## src/rtl/spi_ram_arbiter.sv

```systemverilog
// Shares a single-port synchronous RAM between a decoded SPI command stream (one pending access) and a host port, round-robin.
// Optional feature macro ADDR_AUTOINC_EN: SPI wr/rd address auto-increment after each SPI access.
`timescale 1ns/1ps
module spi_ram_arbiter #(
  parameter int DW = 8
) (
  input  logic          clk,
  input  logic          rst,
  input  logic [DW+1:0] rx_data,
  input  logic          rx_valid,
  output logic [DW-1:0] tx_data,
  output logic          tx_valid,
  output logic          spi_overrun,
  input  logic          h_req,
  input  logic          h_we,
  input  logic [DW-1:0] h_addr,
  input  logic [DW-1:0] h_wdata,
  output logic          h_gnt,
  output logic [DW-1:0] h_rdata,
  output logic          h_rvalid,
  output logic [DW-1:0] ram_addr,
  output logic [DW-1:0] ram_wdata,
  output logic          ram_we,
  output logic          ram_re,
  input  logic [DW-1:0] ram_rdata
);

  typedef enum logic [1:0] {
    IDLE   = 2'd0,
    ACCESS = 2'd1,
    RDWAIT = 2'd2
  } state_t;

  localparam logic [1:0] CMD_LDWR = 2'b00;
  localparam logic [1:0] CMD_WR   = 2'b01;
  localparam logic [1:0] CMD_LDRD = 2'b10;
  localparam logic [1:0] CMD_RD   = 2'b11;

  state_t        state_q, state_d;
  logic [DW-1:0] wr_addr_q, wr_addr_d;
  logic [DW-1:0] rd_addr_q, rd_addr_d;
  logic          pend_q, pend_d;
  logic          pend_we_q, pend_we_d;
  logic [DW-1:0] pend_addr_q, pend_addr_d;
  logic [DW-1:0] pend_wdata_q, pend_wdata_d;
  logic          cur_spi_q, cur_spi_d;
  logic          cur_we_q, cur_we_d;
  logic [DW-1:0] cur_addr_q, cur_addr_d;
  logic [DW-1:0] cur_wdata_q, cur_wdata_d;
  logic          last_spi_q, last_spi_d;
  logic          overrun_q, overrun_d;
  logic          tx_valid_q, tx_valid_d;
  logic [DW-1:0] tx_data_q, tx_data_d;
  logic          h_rvalid_q, h_rvalid_d;
  logic [DW-1:0] h_rdata_q, h_rdata_d;

  logic [1:0]    cmd;
  logic [DW-1:0] payload;
  logic          spi_issue;
  logic          spi_win;

  assign cmd     = rx_data[DW+1:DW];
  assign payload = rx_data[DW-1:0];
  // On a tie the side that did not win last time goes; last_spi_q=0 after reset favours SPI.
  assign spi_win = pend_q && (!h_req || !last_spi_q);

  always_comb begin
    state_d     = state_q;
    cur_spi_d   = cur_spi_q;
    cur_we_d    = cur_we_q;
    cur_addr_d  = cur_addr_q;
    cur_wdata_d = cur_wdata_q;
    last_spi_d  = last_spi_q;
    tx_valid_d  = 1'b0;
    tx_data_d   = tx_data_q;
    h_rvalid_d  = 1'b0;
    h_rdata_d   = h_rdata_q;
    spi_issue   = 1'b0;
    ram_addr    = '0;
    ram_wdata   = '0;
    ram_we      = 1'b0;
    ram_re      = 1'b0;
    h_gnt       = 1'b0;

    case (state_q)
      IDLE: begin
        if (spi_win) begin
          cur_spi_d   = 1'b1;
          cur_we_d    = pend_we_q;
          cur_addr_d  = pend_addr_q;
          cur_wdata_d = pend_wdata_q;
          last_spi_d  = 1'b1;
          state_d     = ACCESS;
        end else if (h_req) begin
          cur_spi_d   = 1'b0;
          cur_we_d    = h_we;
          cur_addr_d  = h_addr;
          cur_wdata_d = h_wdata;
          last_spi_d  = 1'b0;
          state_d     = ACCESS;
        end
      end
      ACCESS: begin
        ram_addr  = cur_addr_q;
        ram_wdata = cur_wdata_q;
        ram_we    = cur_we_q;
        ram_re    = !cur_we_q;
        h_gnt     = !cur_spi_q;
        spi_issue = cur_spi_q;
        state_d   = cur_we_q ? IDLE : RDWAIT;
      end
      RDWAIT: begin
        if (cur_spi_q) begin
          tx_valid_d = 1'b1;
          tx_data_d  = ram_rdata;
        end else begin
          h_rvalid_d = 1'b1;
          h_rdata_d  = ram_rdata;
        end
        state_d = IDLE;
      end
      default: state_d = IDLE;
    endcase
  end

  // pend_q stays set through the ACCESS cycle, so a new 01/11 there is dropped too.
  always_comb begin
    wr_addr_d    = wr_addr_q;
    rd_addr_d    = rd_addr_q;
    pend_d       = pend_q && !spi_issue;
    pend_we_d    = pend_we_q;
    pend_addr_d  = pend_addr_q;
    pend_wdata_d = pend_wdata_q;
    overrun_d    = overrun_q;

`ifdef ADDR_AUTOINC_EN
    if (spi_issue) begin
      if (cur_we_q) begin
        wr_addr_d = wr_addr_q + {{(DW-1){1'b0}}, 1'b1};
      end else begin
        rd_addr_d = rd_addr_q + {{(DW-1){1'b0}}, 1'b1};
      end
    end
`endif

    if (rx_valid) begin
      case (cmd)
        CMD_LDWR: wr_addr_d = payload;
        CMD_LDRD: rd_addr_d = payload;
        CMD_WR: begin
          if (pend_q) begin
            overrun_d = 1'b1;
          end else begin
            pend_d       = 1'b1;
            pend_we_d    = 1'b1;
            pend_addr_d  = wr_addr_q;
            pend_wdata_d = payload;
          end
        end
        CMD_RD: begin
          if (pend_q) begin
            overrun_d = 1'b1;
          end else begin
            pend_d       = 1'b1;
            pend_we_d    = 1'b0;
            pend_addr_d  = rd_addr_q;
            pend_wdata_d = '0;
          end
        end
        default: ;
      endcase
    end
  end

  always_ff @(posedge clk) begin
    if (rst) begin
      state_q      <= IDLE;
      wr_addr_q    <= '0;
      rd_addr_q    <= '0;
      pend_q       <= 1'b0;
      pend_we_q    <= 1'b0;
      pend_addr_q  <= '0;
      pend_wdata_q <= '0;
      cur_spi_q    <= 1'b0;
      cur_we_q     <= 1'b0;
      cur_addr_q   <= '0;
      cur_wdata_q  <= '0;
      last_spi_q   <= 1'b0;
      overrun_q    <= 1'b0;
      tx_valid_q   <= 1'b0;
      tx_data_q    <= '0;
      h_rvalid_q   <= 1'b0;
      h_rdata_q    <= '0;
    end else begin
      state_q      <= state_d;
      wr_addr_q    <= wr_addr_d;
      rd_addr_q    <= rd_addr_d;
      pend_q       <= pend_d;
      pend_we_q    <= pend_we_d;
      pend_addr_q  <= pend_addr_d;
      pend_wdata_q <= pend_wdata_d;
      cur_spi_q    <= cur_spi_d;
      cur_we_q     <= cur_we_d;
      cur_addr_q   <= cur_addr_d;
      cur_wdata_q  <= cur_wdata_d;
      last_spi_q   <= last_spi_d;
      overrun_q    <= overrun_d;
      tx_valid_q   <= tx_valid_d;
      tx_data_q    <= tx_data_d;
      h_rvalid_q   <= h_rvalid_d;
      h_rdata_q    <= h_rdata_d;
    end
  end

  assign tx_valid    = tx_valid_q;
  assign tx_data     = tx_data_q;
  assign h_rvalid    = h_rvalid_q;
  assign h_rdata     = h_rdata_q;
  assign spi_overrun = overrun_q;

endmodule

```

## config.mk

```make
export PLATFORM = sky130hd
export DESIGN_NAME = spi_ram_arbiter
export DESIGN_NICKNAME = d
export VERILOG_FILES = /design/src/rtl/spi_ram_arbiter.sv
export SDC_FILE = /design/constraint.sdc
export NUM_CORES = 1
export LEC_CHECK = 0
export ABC_AREA = 1
export ABC_CLOCK_PERIOD_IN_PS = 1500
export CAP_MARGIN = 20
export CORE_UTILIZATION = 35
export CTS_CLUSTER_SIZE = 30
export DETAILED_ROUTE_END_ITERATION = 10
export GPL_TIMING_DRIVEN = 0
export PLACE_DENSITY = 0.62
export SLEW_MARGIN = 20
export SYNTH_ARGS = -nofsm -noshare
export SYNTH_HDL_FRONTEND = slang
export SYNTH_SLANG_ARGS = --single-unit
```

## constraint.sdc

```tcl
create_clock -name clk -period 1.5 [get_ports clk]
set_clock_uncertainty 0.15 [all_clocks]
set_input_delay 0.225 -clock clk [delete_from_list [all_inputs] [get_ports clk]]
set_output_delay 0.225 -clock clk [all_outputs]
set_load 0.02 [all_outputs]
```

==> run_results.csv, run 1 <==
group,metric,value,unit
layout,regArea,1464,sq um
status,violations,"DRC, setup timing",
layout,layout-drive-gt1-share,0.1716,
synth,synth.distinct_cells,21,
floorplan,dieArea,9636,sq um
floorplan,io_pins,77,
clock_network,cts_tree,"yes",
timing,fin_crit_sh,1.072,
drt,vias,3195,
global_routing,grt_pass1_wl,14820,um
layout,finalNonFillerCells,685,
drt,first_pass_iters,7,
drt,drtIter0Drc,124,
clock_network,clock-root-buffer,"clkbuf_8",
timing,setup_viol,19,
floorplan,die_w,98.17,um
global_routing,overflow,0,
global_routing,antenna_found_initial,0,
layout,layout.nets,611,
synth,syn_inst,479,
pwr,total_power,5.076,mW
drt,drc,6,
drt,viasPerCell,4.664,
clock_network,clk_pin_slew,80,ps
timing,tightest_slew,455.9,ps
layout,finish.utilization,0.5322,
timing,finalSetupTns,-1753,ps
placed_design,place.gp.congestion,0.8014,
synth,yosysWarnings,0,
critical_path,cp_max_fo,5,
synth,synthesis.nets,518,
global_routing,grt_start_max_net_pins,13,
floorplan,die_h,98.17,um
timing,period_needed,1607,ps
critical_path,r2r_start,"state_q[0]",
critical_path,r2r_setup_slack,70,ps
drt,wl_per_cell,12.82,um
layout,stdcell_area,4710,sq um
floorplan,initial_utilization,0.3658,
synth,synth_area,3237,sq um
placed_design,place_area,4133,sq um
hold_path,min_path_cells,3,
pwr,p_leak,2.065,nW
timing,slew_headroom,0.6961,
hold_path,hold_class,"primary input to flop",
critical_path,cp.arrival,1230,ps
critical_path,reg2reg_to,"cur_addr_q[1]",
clock_network,numCtsBuffers,9,
global_routing,grt_pass1_vias,3045,
floorplan,fp-row-count,34,
critical_path,critPathKind,"flop to output pin",
synth,syn_area_per_cell,6.758,sq um
drt,finalWirelength,8785,um
placed_design,place_inst,663,
critical_path,crit_path_end_kind,"output pin",
placed_design,io_buffers,76,
timing,setup_ws,-107.3,ps
run,maxCapViolations,0,
clock_network,cts.sinks,73,
status,status,"finished, violations left",
hold_path,min_to,"pend_q",
layout,layout_commonest_cell,"nand2_1",
critical_path,start_kind,"flop",
critical_path,setup.worst_path.start,"state_q[1]",
pwr,p_per_area,1078,nW/um^2
layout,nFillCells,900,
critical_path,reg2regPathDepth,7,
clock_network,clk_latency,350,ps
timing,hold_viol,0,
synth,ys_seq_elements,73,
layout,antenna_cells,0,
clock_network,htree_levels,3,
layout,final_cell_mix,"nand2_1 (113), nor2_1 (98), dfxtp_1 (71)",
global_routing,grt_usage,0.1923,
synth,ys_seq_area_frac,0.4515,
hold_path,hp-start,"rx_data[8]",
timing,timing.fmax,622.2,MHz
clock_network,cts_hold_buf,0,
floorplan,fp.coreArea,8848,sq um
placed_design,dp_hpwl,6418,um
pwr,ir_drop,0.5242,mV
critical_path,crit_required,1120,ps
drt,antenna_left,0,
layout,multiInputGateArea,1693,sq um
clock_network,ctsLongestPathBuffers,2,
timing,rsz0062_at_grt,"true",
timing,maxSlewViolCount,0,
layout,layout-area-overhead-vs-synth,45.50,%
worst max-delay path by stage:
stage / end / slack [ps]
floorplan: ram_addr[1] / 220
global placement: h_gnt / -420
detailed placement: ram_addr[6] / -420
CTS: ram_addr[6] / -130
global route: ram_addr[0] / -150
finish: ram_addr[6] / -110
stage by stage:
| step | hold WS, ps | setup WS [ps] |
|---|---|---|
| CTS | 316.2 | -130.1 |
| finish | 258.2 | -107.3 |
| global route | 270.2 | -148.1 |
| floorplan | 209.9 | 217.5 |
| global placement | 304.2 | -422.4 |
| detailed placement | 306.9 | -416.6 |
flip-flops by register name (all words and copies together), names as in the netlist, 2 cells and up:
name and count:
h_rdata 8, pend_addr_q 8, cur_addr_q 8, wr_addr_q 8, state_q 2, rd_addr_q 8
pend_wdata_q 8, tx_data 8, cur_wdata_q 8
critical path, stage by stage, from the launching register on:
cell and delay [ps]:
dfxtp_2 330, inv_2 70, nand2_4 90, clkbuf_16 190, nor2_4 80, buf_6 120
synth_stat cells:
| library cell | n | share of area |
|---|---|---|
| nor2_1 | 117 | 0.14 |
| nand2_1 | 116 | 0.13 |
| dfxtp_1 | 73 | 0.45 |
| inv_1 | 31 | 0.036 |
| nand3_1 | 29 | 0.045 |
| a21oi_1 | 27 | 0.042 |
| o21ai_0 | 17 | 0.026 |
| nand4_1 | 16 | 0.031 |
| a21boi_0 | 13 | 0.030 |
| buf_2 | 11 | 0.017 |
| clkbuf_1 | 10 | 0.012 |
| a21boi_1 | 4 | 0.0093 |
| buf_4 | 4 | 0.0093 |
| buf_1 | 3 | 0.0035 |
| nor2_4 | 2 | 0.0070 |
| clkinv_1 | 1 | 0.0012 |
| inv_2 | 1 | 0.0012 |
| nand3_2 | 1 | 0.0031 |
| nor3_1 | 1 | 0.0015 |
| o21a_1 | 1 | 0.0023 |
| o21ai_1 | 1 | 0.0015 |
cells by family (layout without fill, tap and decap cells):
family,Yosys count,count (layout),synth area share
flops,73,73,0.4515
compound gates,63,63,0.1113
buf+inv,61,159,0.07963
simple gates,282,282,0.3576
routing by layer:
layer	vias to the layer above	global-route usage	part of all wire
met5	-	0	0
met4	0	0.06544	0.011
met3	9	0.02505	0.034
met2	68	0.3034	0.47
met1	1413	0.2709	0.49
li1	1705	-	-
cell type report:
class                      instances  share of cell area
buffer                            28             0.04171
clock buffer                      10             0.02710
clock inverter                     6             0.02763
inverter                          33             0.02710
multi-input combinational        345              0.3595
sequential                        73              0.3108
tap                              108             0.02869
timing repair buffer              82              0.1775
repair_timing:
action	in CTS	in global routing
gates resized for setup	183	31
setup endpoints to repair	47	60
cloned	2	0
pin swaps	1	2
buffers inserted	1	3
power by group:
part	leakage, nW	switching, mW	internal [mW]
clock	0.130	0.750	1.27
combinational	1.34	0.551	0.399
sequential	0.598	0.0519	2.05
total	2.06	1.35	3.72
No activity file was read; power rests on OpenSTA's default activity.
==> run 2, diff against run 1 <==
--- a/config.mk
+++ b/config.mk
@@ -6,12 +6,13 @@
 export NUM_CORES = 1
 export LEC_CHECK = 0
 export ABC_AREA = 1
-export ABC_CLOCK_PERIOD_IN_PS = 1500
+export ABC_CLOCK_PERIOD_IN_PS = 2000
 export CAP_MARGIN = 20
 export CORE_UTILIZATION = 35
 export CTS_CLUSTER_SIZE = 30
 export DETAILED_ROUTE_END_ITERATION = 10
 export GPL_TIMING_DRIVEN = 0
+export HOLD_SLACK_MARGIN = 0.12
 export PLACE_DENSITY = 0.62
 export SLEW_MARGIN = 20
 export SYNTH_ARGS = -nofsm -noshare
==> constraint.sdc (replaced) <==
create_clock -name clk -period 2 [get_ports clk]
set_clock_uncertainty 0.15 [all_clocks]
set_input_delay 0.3 -clock clk [delete_from_list [all_inputs] [get_ports clk]]
set_output_delay 0.3 -clock clk [all_outputs]
set_load 0.02 [all_outputs]
==> run 2 against run 1 <==
  * Critical path depth is 1 lower
  * Clock power down 25%
  * Cell count fell by 0.88%
  * Non-clock buffer count fell by 6
  * Sequential share of layout area up 2.4 points
  * The flow finishes with violations (DRC)
  * Setup slack improved by 150 ps
  * Design area is 7.3% lower
  * Critical endpoint is now ram_we
  * Largest cell class unchanged
==> run_results.csv, run 2 (synthesized netlist as in run 1, its figures left out) <==
group,metric,value,unit
pwr,p_per_area,841.9,nW/um^2
layout,final_cell_mix,"nor2_1 (117), nand2_1 (116), dfxtp_1 (73)",
layout,layout.nets,605,
timing,setup_viol,0,
timing,finalSetupTns,0,ps
clock_network,clk_latency,350,ps
critical_path,path_delay_family,"buffers and inverters",
pwr,switching_share,0.2580,
critical_path,crit_required,1550,ps
critical_path,critPathKind,"flop to output pin",
critical_path,path_cells,"nand2_1 > clkbuf_2 > nor2_1 > dlygate4sd2_1",
hold_path,hold_class,"flop to flop",
critical_path,worst_path_max_delay_cell,"dfxtp_1",
drt,drtIter0Drc,128,
run,maxCapViolations,0,
global_routing,grt_usage,0.1874,
floorplan,io_pins,77,
placed_design,dp_hpwl,6418,um
timing,rsz0062_at_grt,"false",
status,violations,"DRC",
drt,antenna_left,0,
global_routing,grt_start_max_net_pins,13,
drt,first_pass_iters,7,
global_routing,grt_pass1_wl,14510,um
floorplan,dieArea,9636,sq um
global_routing,busiest_layer,"met2",
status,status,"finished, violations left",
clock_network,cts.sinks,73,
timing,timing.fmax,510.9,MHz
critical_path,crit_buf_inv,2,
timing,period_needed,1957,ps
timing,tightest_slew,534.2,ps
drt,wl_per_cell,12.49,um
floorplan,initial_utilization,0.3658,
timing,hold_viol,0,
layout,antenna_cells,0,
layout,layout-area-overhead-vs-synth,34.83,%
global_routing,grt.met1_usage,0.2691,
global_routing,met2_usage,0.2882,
layout,nFillCells,926,
clock_network,clk_pin_slew,80,ps
drt,finalWirelength,8481,um
timing,fin_crit_sh,0.9786,
placed_design,io_buffers,76,
pwr,p_leak,1.866,nW
pwr,combPwrFrac,0.160,
layout,layout-drive-gt1-share,0.07180,
floorplan,fp-row-count,34,
layout,finish.utilization,0.4932,
global_routing,grt_pass1_vias,2993,
drt,drc,6,
critical_path,cp.arrival,1510,ps
pwr,p_clk_frac,0.411,
floorplan,die_w,98.17,um
global_routing,overflow,0,
global_routing,grt_util_met3,0.02505,
clock_network,numCtsBuffers,9,
critical_path,crit_path_end_kind,"output pin",
global_routing,antenna_found_initial,0,
floorplan,die_h,98.17,um
timing,slew_headroom,0.6439,
clock_network,ctsLongestPathBuffers,2,
critical_path,cp_max_fo,10,
timing,maxSlewViolCount,0,
pwr,p_int,2.726,mW
layout,layout_commonest_cell,"nor2_1",
drt,vias,3127,
pwr,ir_drop,0.3955,mV
critical_path,start_kind,"flop",
placed_design,place.gp.congestion,0.8014,
critical_path,slowest_delay,370,ps
clock_network,cts_tree,"yes",
drt,viasPerCell,4.605,
floorplan,fp.coreArea,8848,sq um
clock_network,post-cts-setup-buffers,0,
clock_network,clock-root-buffer,"clkbuf_8",
pwr,seqPwrFrac,0.429,
clock_network,htree_levels,3,
pwr,p_switching,0.9479,mW
==> run 2: cell types whose count changed in the layout (fill, tap and decap cells not counted), sizes merged <==
| cell | change |
|---|---|
| clkbuf | +1 |
| clkinvlp | -1 |
| buf | -22 |
| clkinv | +1 |
| dlygate4sd2 | -11 |
| clkdlybuf4s15 | +7 |
| clkdlybuf4s50 | +21 |
| dlymetal6s2s | -2 |
==> run 2: final timing paths <==
path | cells after the start | slack [ps] | start | end
setup / recovery | 4 | 40 | state_q[0] | ram_we
hold / removal | 2 | 320 | h_rdata[6] | h_rdata[6]
setup reg to reg | 5 | 530 | last_spi_q | cur_addr_q[1]
hold reg to reg | 2 | 320 | h_rdata[6] | h_rdata[6]
==> run 2: power groups by stage <==
stage                     Clock (mW)  Sequential, mW  Combinational, mW
after CTS                       1.53            1.58              0.590
after floorplan                    0            1.61              0.364
after global placement             0            1.61              0.596
final                           1.51            1.58              0.589
after global routing            1.60            1.59              0.668
after detailed placement           0            1.61              0.599
==> run 2: worst register-to-register path, cell delays in order (launching register included) <==
cell	delay [ps]
dfxtp_1	340
nand2_1	180
clkbuf_1	350
a21boi_0	150
nor2_1	150
nor2_1	50
==> run 2: repair_timing <==
item / CTS / global route
hold buffers: 0 / 0
endpoints found under the hold margin: 0 / 0
gates cloned: 0 / 0
pin swaps: 0 / 0
resized for setup: 21 / 17
setup endpoints to repair: 19 / 11
==> run 2: layout make-up <==
type / count / area [sq um] / area share
buffer: 28 / 137.6 / 0.03154
clock buffer: 10 / 127.6 / 0.02924
clock inverter: 6 / 130.1 / 0.02982
inverter: 33 / 123.9 / 0.02838
multi-input combinational: 345 / 1518 / 0.3478
sequential: 73 / 1461 / 0.3349
tap: 108 / 135.1 / 0.03096
timing repair buffer: 76 / 730.7 / 0.1674
==> run 2: metrics by stage <==
stage                     hold WS [ps]  instances  setup WS (ps)  power [mW]  area [sq um]
after global placement           304.2        663          2.647       2.205          4133
after CTS                        318.8        679          18.38       3.696          4369
final                            315.2        679          42.79       3.674          4364
after detailed placement         306.9        663          8.356       2.210          4133
after global routing             338.5        679        0.05607       3.851          4364
after floorplan                  276.0        479          642.5       1.975          3237
==> run 2: layer usage <==
metal	vias to the layer above	routed length, um	part of all wire
li1	1692	-	-
met1	1359	4263	0.50
met2	66	3782	0.45
met3	10	312	0.037
met4	0	123	0.015
met5	-	0	0
